### src/rtl/motion_step_driver.sv
// Stepper burst driver: turns each accepted direction-FSM command into a bounded
// train of step pulses on both wheels, followed by a settle period.
module motion_step_driver #(
   parameter int unsigned STEP_DIV   = 1000,
   parameter int unsigned STEPS_FWD  = 200,
   parameter int unsigned STEPS_TURN = 50,
   parameter int unsigned SETTLE     = 16
) (
   input  logic       clk,
   input  logic       rst,
   input  logic [1:0] state_control,
   input  logic [3:0] movement_sel,
   output logic       step_l,
   output logic       step_r,
   output logic       dir_l,
   output logic       dir_r,
   output logic       busy,
   output logic       done,
   output logic       abort,
   output logic       err_cmd
);

   localparam int unsigned MAX_STEPS = (STEPS_FWD > STEPS_TURN) ? STEPS_FWD : STEPS_TURN;
   localparam int unsigned CNT_W     = $clog2(MAX_STEPS + 1);
   localparam int unsigned DIV_W     = $clog2(STEP_DIV);
   localparam int unsigned SET_W     = (SETTLE > 1) ? $clog2(SETTLE) : 1;

   localparam logic [DIV_W-1:0] PRESC_LAST  = DIV_W'(STEP_DIV - 1);
   localparam logic [SET_W-1:0] SETTLE_LAST = SET_W'(SETTLE - 1);
   localparam logic [CNT_W-1:0] LOAD_FWD    = CNT_W'(STEPS_FWD);
   localparam logic [CNT_W-1:0] LOAD_TURN   = CNT_W'(STEPS_TURN);

   typedef enum logic [1:0] {
      S_IDLE,
      S_RUN,
      S_SETTLE
   } state_t;

   state_t           state_q;
   logic [CNT_W-1:0] cnt_q;
   logic [DIV_W-1:0] presc_q;
   logic [SET_W-1:0] settle_q;
   logic             step_q;
   logic             dir_l_q;
   logic             dir_r_q;
   logic             busy_q;
   logic             done_q;
   logic             abort_q;
   logic             err_q;

   logic sc_move_c;
   logic sel_legal_c;
   logic accept_c;
   logic illegal_c;
   logic halt_c;

   // Command decode; only meaningful while IDLE
   assign sc_move_c   = (state_control == 2'd1) || (state_control == 2'd2);
   assign sel_legal_c = (movement_sel == 4'd2) || (movement_sel == 4'd3) ||
                        (movement_sel == 4'd4);
   assign accept_c    = sc_move_c && sel_legal_c;
   assign illegal_c   = (state_control == 2'd3) ||
                        (sc_move_c && (movement_sel != 4'd0) && !sel_legal_c);
   assign halt_c      = (state_control == 2'd0);

   always_ff @(posedge clk or posedge rst) begin
      if (rst) begin
         state_q  <= S_IDLE;
         cnt_q    <= '0;
         presc_q  <= '0;
         settle_q <= '0;
         step_q   <= 1'b0;
         dir_l_q  <= 1'b0;
         dir_r_q  <= 1'b0;
         busy_q   <= 1'b0;
         done_q   <= 1'b0;
         abort_q  <= 1'b0;
         err_q    <= 1'b0;
      end else begin
         step_q  <= 1'b0;
         done_q  <= 1'b0;
         abort_q <= 1'b0;
         unique case (state_q)
            S_IDLE: begin
               if (illegal_c) begin
                  err_q <= 1'b1;
               end
               if (accept_c) begin
                  state_q  <= S_RUN;
                  busy_q   <= 1'b1;
                  presc_q  <= '0;
                  settle_q <= '0;
                  dir_l_q  <= (movement_sel != 4'd3);
                  dir_r_q  <= (movement_sel != 4'd4);
                  cnt_q    <= (movement_sel == 4'd2) ? LOAD_FWD : LOAD_TURN;
               end
            end
            S_RUN: begin
               // Halt wins over a terminal prescaler: no pulse in the abort cycle
               if (halt_c) begin
                  state_q <= S_IDLE;
                  busy_q  <= 1'b0;
                  abort_q <= 1'b1;
                  cnt_q   <= '0;
                  presc_q <= '0;
               end else if (presc_q == PRESC_LAST) begin
                  presc_q <= '0;
                  step_q  <= 1'b1;
                  cnt_q   <= cnt_q - CNT_W'(1);
                  if (cnt_q == CNT_W'(1)) begin
                     state_q  <= S_SETTLE;
                     settle_q <= '0;
                  end
               end else begin
                  presc_q <= presc_q + DIV_W'(1);
               end
            end
            S_SETTLE: begin
               if (settle_q == SETTLE_LAST) begin
                  state_q <= S_IDLE;
                  busy_q  <= 1'b0;
                  done_q  <= 1'b1;
               end else begin
                  settle_q <= settle_q + SET_W'(1);
               end
            end
            default: begin
               state_q <= S_IDLE;
               busy_q  <= 1'b0;
            end
         endcase
      end
   end

   assign step_l  = step_q;
   assign step_r  = step_q;
   assign dir_l   = dir_l_q;
   assign dir_r   = dir_r_q;
   assign busy    = busy_q;
   assign done    = done_q;
   assign abort   = abort_q;
   assign err_cmd = err_q;

endmodule

### config.mk
export PLATFORM = sky130hd
export DESIGN_NAME = motion_step_driver
export DESIGN_NICKNAME = d
export VERILOG_FILES = /design/src/rtl/motion_step_driver.sv
export SDC_FILE = /design/constraint.sdc
export NUM_CORES = 1
export LEC_CHECK = 0
export CORE_ASPECT_RATIO = 2
export CORE_MARGIN = 4
export CORE_UTILIZATION = 45
export DETAILED_ROUTE_END_ITERATION = 6
export MAX_ROUTING_LAYER = met4
export PLACE_DENSITY = 0.68
export REMOVE_ABC_BUFFERS = 1
export SYNTH_ARGS = -nofsm -noshare
export SYNTH_HDL_FRONTEND = slang
export SYNTH_SLANG_ARGS = --single-unit
### constraint.sdc
create_clock -name clk -period 2 [get_ports clk]
set_input_delay 0.4 -clock clk [delete_from_list [all_inputs] [get_ports clk]]
set_output_delay 0.4 -clock clk [all_outputs]
set_load 0.005 [all_outputs]
After elaboration in Yosys (flattened, before gate mapping)
Cells that the tools add are included.
Word-level totals
  register bits: 31
  logic and storage cells: 88
Operators by class
  add/sub/neg operators: 3
  equality and inequality tests: 22
  mux-type cells: 32
  reduce and logical (&&, ||, !) cells: 20
Operators with widths (count)
  $mux W8: 4
  $mux W10: 3
  $mux W4: 5
  $pmux W10 S2: 1
  $pmux W8 S2: 1
  $ne A2 B2 Y1 const B: 7
  $pmux W4 S3: 1
  $add A10 B1 Y10 const B: 1
  $eq A10 B10 Y1 const B: 1
  $mux W1: 10
  $mux W2: 5
  $eq A4 B2 Y1 const B: 2
  $eq A8 B1 Y1 const B: 1
  $sub A8 B1 Y8 const B: 1
  $eq A2 B2 Y1 const B: 3
  $ne A3 B3 Y1 const B: 2
  $pmux W2 S3: 1
  $reduce_and A2 Y1: 3
  $reduce_and A3 Y1: 2
  $reduce_and A6 Y1: 1
  $add A4 B1 Y4 const B: 1
  $eq A2 B1 Y1 const B: 2
  $eq A4 B3 Y1 const B: 1
  $eq A4 B4 Y1 const B: 1
  11 further kinds: 17

Longest topological paths before layout
  depth in word-level cells: 7
  mapped depth: 8
  gate-level depth less buffers: 7

Worst setup path after synthesis
OpenSTA, ideal clock, no wires.
  path type: in2reg
  start point: input port state_control[0]
  end point: register presc_q[4]
  library setup time: 0.082 ns
  arrival time: 1.700 ns
  data required time: 1.918 ns
  setup slack: 0.218 ns
  stages on the path: 7
  path buffers: 1
  path through: inv_1 -> ha_1 -> nand2b_1 -> or2_1 -> buf_2 -> or3_1 -> a31oi_1
On the way
  longest elaborated chain between the ends: 5
  elaborated cells on any way between the ends: 9
Ends and longest elaborated chain
  start, declared: line 11  | input logic [1:0] state_control,
  $eq A2 B1 Y1 / $eq A2 B2 Y1 (equally long branches): line 58  | assign sc_move_c = (state_control == 2'd1) || (state_control == 2'd2);
  $logic_or A1 B1 Y1: line 58
  $logic_and A1 B1 Y1: line 61  | assign accept_c = sc_move_c && sel_legal_c;
  $ne A2 B2 Y1 (no line)
  $reduce_and A2 Y1 (no line)
  end signal, assigned: line 115  | presc_q <= presc_q + DIV_W'(1);
  end, declared: line 41  | logic [DIV_W-1:0] presc_q;
Several ways; a longest one is shown, not always the timed one.
A chain may end at the register's enable or synchronous reset.

Final worst setup path
  start point: input port state_control[1]
  end point: register cnt_q[6]
On the way
  longest elaborated chain between the ends: 5
  elaborated cells on any way between the ends: 10
Ends and longest elaborated chain
  $eq A2 B1 Y1 / $eq A2 B2 Y1 (equally long branches): line 58
  $logic_or A1 B1 Y1: line 58
  $logic_and A1 B1 Y1: line 61
  $ne A2 B2 Y1 (no line)
  $reduce_and A3 Y1 (no line)
  end signal, assigned: line 95  | cnt_q <= (movement_sel == 4'd2) ? LOAD_FWD : LOAD_TURN;
  end signal, assigned: line 109  | cnt_q <= cnt_q - CNT_W'(1);
  end, declared: line 40  | logic [CNT_W-1:0] cnt_q;
Several ways; a longest one is shown, not always the timed one.

==> summary.txt <==
STA
  • Final Hold Fails: 0
  • Setup ws final: slightly above 0.07 ns
  • Slew at the pin closest to its max-slew limit: ~0.39 ns
  • Setup Viol. Count Final: 0
  • Fin crit period: between 1.5 and 2 ns
  • Pins Over Slew Limit: 0
  • Setup TNS: 0 ns
  • Setup repair after global routing missed its margin: false
  • Slew headroom: between 70% and 80%
  • Fin crit share: between 90 and 100%
  • Fmax: just over 0.5 GHz
  • Max Clock Skew: roughly 0.0085 ns

Synthesis
  • Syn avg cell area: 9.25 µm²
  • XOR/XNOR share of the synthesized area: between 1.5 and 2%
  • Number of synthesized flops with an enable pin: 0
  • Warnings, synthesis: 0
  • Most common cell in the synthesized netlist: dfrtp_1
  • Simple-Gate Fraction of Synth Area: between 20% and 30%
  • Main synth FF type: dfrtp_1
  • Synth Area in Compound Gates: 20.8%
  • Post-synth cell types: 46
  • Synth area leader: dfrtp_1
  • Fraction of registers with async set/reset: 100%
  • #FFs+latches synth: 31
  • Synthesized instance count: ~190
  • Post-synthesis cell area: approximately 1700 µm²
  • Largest family of logic cells by synthesized area: simple AND/OR/NAND/NOR gates
  • Post-synth top area share: around 44%
  • Post-synthesis adder-cell area fraction: between 4 and 5%
  • Top cells by area, synth: dfrtp_1 44%, o21ai_0 5.2%, ha_1 4.3%, nand2_1 3.9%, a21oi_1 3.4%
  • Post-synthesis mux area share: ~1.2%
  • Top cells by count, synth: 31 x dfrtp_1, 18 x nand2_1, 18 x o21ai_0
  • Register area share after synthesis: about 44%

Route
  • DRC viols: 0
  • DR vias/cell: roughly 5.6
  • Routed wire length per instance: approximately 15 µm
  • DRT Pass-1 Iters: 5
  • Routed WL: 4220 µm
  • Vias: between 1.5k and 2k
  • Starting DRT DRC Count: 30
  • Routed Antenna Nets: 0

Clocking
  • Clock Tree Buf Depth: 2
  • Root Driver: clkbuf_8
  • H-tree Lvls: 2
  • Clock sinks: 31
  • Insertion delay to the later sink of the worst-skew pair: ~0.28 ns
  • CTS tree: built
  • Clock transition at path regs: approximately 0.070 ns
  • Cts bufs inserted: 5

Global route
  • Initial antenna violation count: 0
  • GRT Residual Overflow: 0
  • GRT Resource Usage Total: about a fifth
  • Global-route wire length before repair: about 7200 µm
  • Vias in the first global route: ~1.6k
  • Largest net degree at the start of global routing: 32

Placement
  • GPL Wtd Cong: about 0.94
  • I/O Buffers: 15
  • DP HPWL: 3170 µm
  • Pre-CTS setup slack: -0.393 ns

Critical path
  • CP Launch Type: input pin
  • Crit-path max FO: 6
  • CP startpoint: state_control[1]
  • Worst reg2reg path depth: 7
  • CP cell instances: clkdlybuf4s50_1 > inv_1 > ha_4 > nand2b_4 > a21oi_2 > o221ai_2 > buf_6 > o21ai_1 > o21ai_0
  • CP max stage delay: about 0.48 ns
  • Crit Path Class: input pin to flip-flop
  • Arr. time, crit path: ~2.1 ns
  • Endpoint class of the critical path: flip-flop
  • CP max stage cell: clkdlybuf4s50_1
  • Worst R2R Start: presc_q[0]
  • Worst Path Required: about 2.2 ns

Floorplanning
  • Core area: ~3700 µm²
  • DIE HEIGHT: between 90 and 100 µm
  • Initial Util: about 47%
  • Boundary Pins: 16
  • Row cnt: 31
  • Die Area: ~5000 µm²
  • Die Wd: ~52 µm

Layout
  • Multi-input logic area: between 900 and 1000 µm²
  • # nets final: roughly 240
  • Area growth from synthesis to layout: 29.3%
  • Filler cells: 326
  • Final core occ: approximately 60%
  • Layout cells sized above 1: a little over a fifth
  • Reg area: 776 µm²
  • Antenna diodes: 0

Power
  • Total power: approximately 2200 µW
  • Leakage dissipation: between 0.001 and 0.0015 µW
  • VDD IR-drop max: 0.000724 V
  • PD cells: slightly below 1000 nW/µm²

Run status
  • Run status: completed

Hold path
  • Hold path cells: 1
  • Worst hold path class: flip-flop to flip-flop
  • Worst Hold Launch: err_cmd

Flow run
  • Number of max-cap violations: 0
==> report_power, final <==
part | internal (µW) | leakage [µW] | switching, µW
Combinational | 338 | 0.000589 | 333
Sequential | 800 | 0.000399 | 202
Clock | 314 | 0.0000515 | 224
==> sequential cells by signal, summed over array words and instances, names as in the netlist <==
register and count:
dir_r 1, busy 1, cnt_q 8, state_q 2, dir_l 1, done 1
settle_q 4, abort 1, err_cmd 1, step_l 1, presc_q 10
==> worst paths after layout <==
kind | to | slack (ns)
hold reg to reg | err_cmd | 0.47
hold / removal | err_cmd | 0.47
setup / recovery | cnt_q[6] | 0.07
max in group asynchronous | busy | 1.22
min in group asynchronous | presc_q[4] | 0.49
setup reg to reg | cnt_q[6] | 0.11
==> kinds of logic after synthesis <==
family | count (synthesis)
AOI/OAI and AO/OA | 58
DFF | 31
buffers and inverters | 18
xor gates and xnor gates | 3
adders and majority gates | 6
and+or+nand+nor | 71
muxes | 2
==> routing by layer <==
metal	part of all wire (%)	track usage, %	routed length, µm
met5	0	-	0
met4	2.0	8.32	85
met2	59	37.1	2490
met1	37	18.9	1550
met3	2.3	3.72	95
==> critical path: cells and delay by family <==
family,cells,cell delay (ns)
buffers and inverters,3,0.72
AOI/OAI and AO/OA,4,0.63
adders and majority gates,1,0.28
and+or+nand+nor,1,0.06
==> placed cells by master, fill, tap and decap left out, types with 2 or more instances in the layout <==
cell / count
dfrtp_1: 31
buf_4: 22
nand2_1: 18
o21ai_0: 14
clkdlybuf4s50_1: 14
inv_1: 11
nor2_1: 11
a21oi_1: 11
a31oi_1: 9
clkbuf_8: 7
o21a_1: 5
or3_1: 5
o21ai_1: 5
ha_1: 5
a22o_1: 4
and3_1: 4
nor3_1: 4
nand2b_1: 3
nand3_1: 3
a41oi_1: 3
nand4_1: 2
nor2_4: 2
xor2_1: 2
o21ai_2: 2
nor2b_1: 2
nor4_1: 2
==> layout make-up <==
type                       instances  share of cell area, %
multi-input combinational        140                   41.9
inverter                          11                   1.83
timing repair buffer              39                   14.8
clock buffer                       8                   4.43
tap                               49                   2.71
sequential                        31                   34.3
==> stage by stage <==
stage | cell area [µm²] | instances | hold slack, ns
finish | 2260 | 278 | 0.469
global route | 2260 | 278 | 0.501
CTS | 2200 | 277 | 0.470
detailed placement | 2090 | 268 | 0.451
global placement | 2090 | 268 | 0.449
floorplan | 1710 | 182 | 0.459
==> what timing repair did <==
| action | 4_1_cts | 5_1_grt |
|---|---|---|
| hold buffers | 0 | 0 |
| cloned | 0 | 1 |
| endpoints found under the setup margin | 10 | 24 |
| gates resized for setup | 4 | 12 |
| setup buffers | 1 | 0 |
| pin swaps | 2 | 1 |
Power figures use the tool's default switching activity.
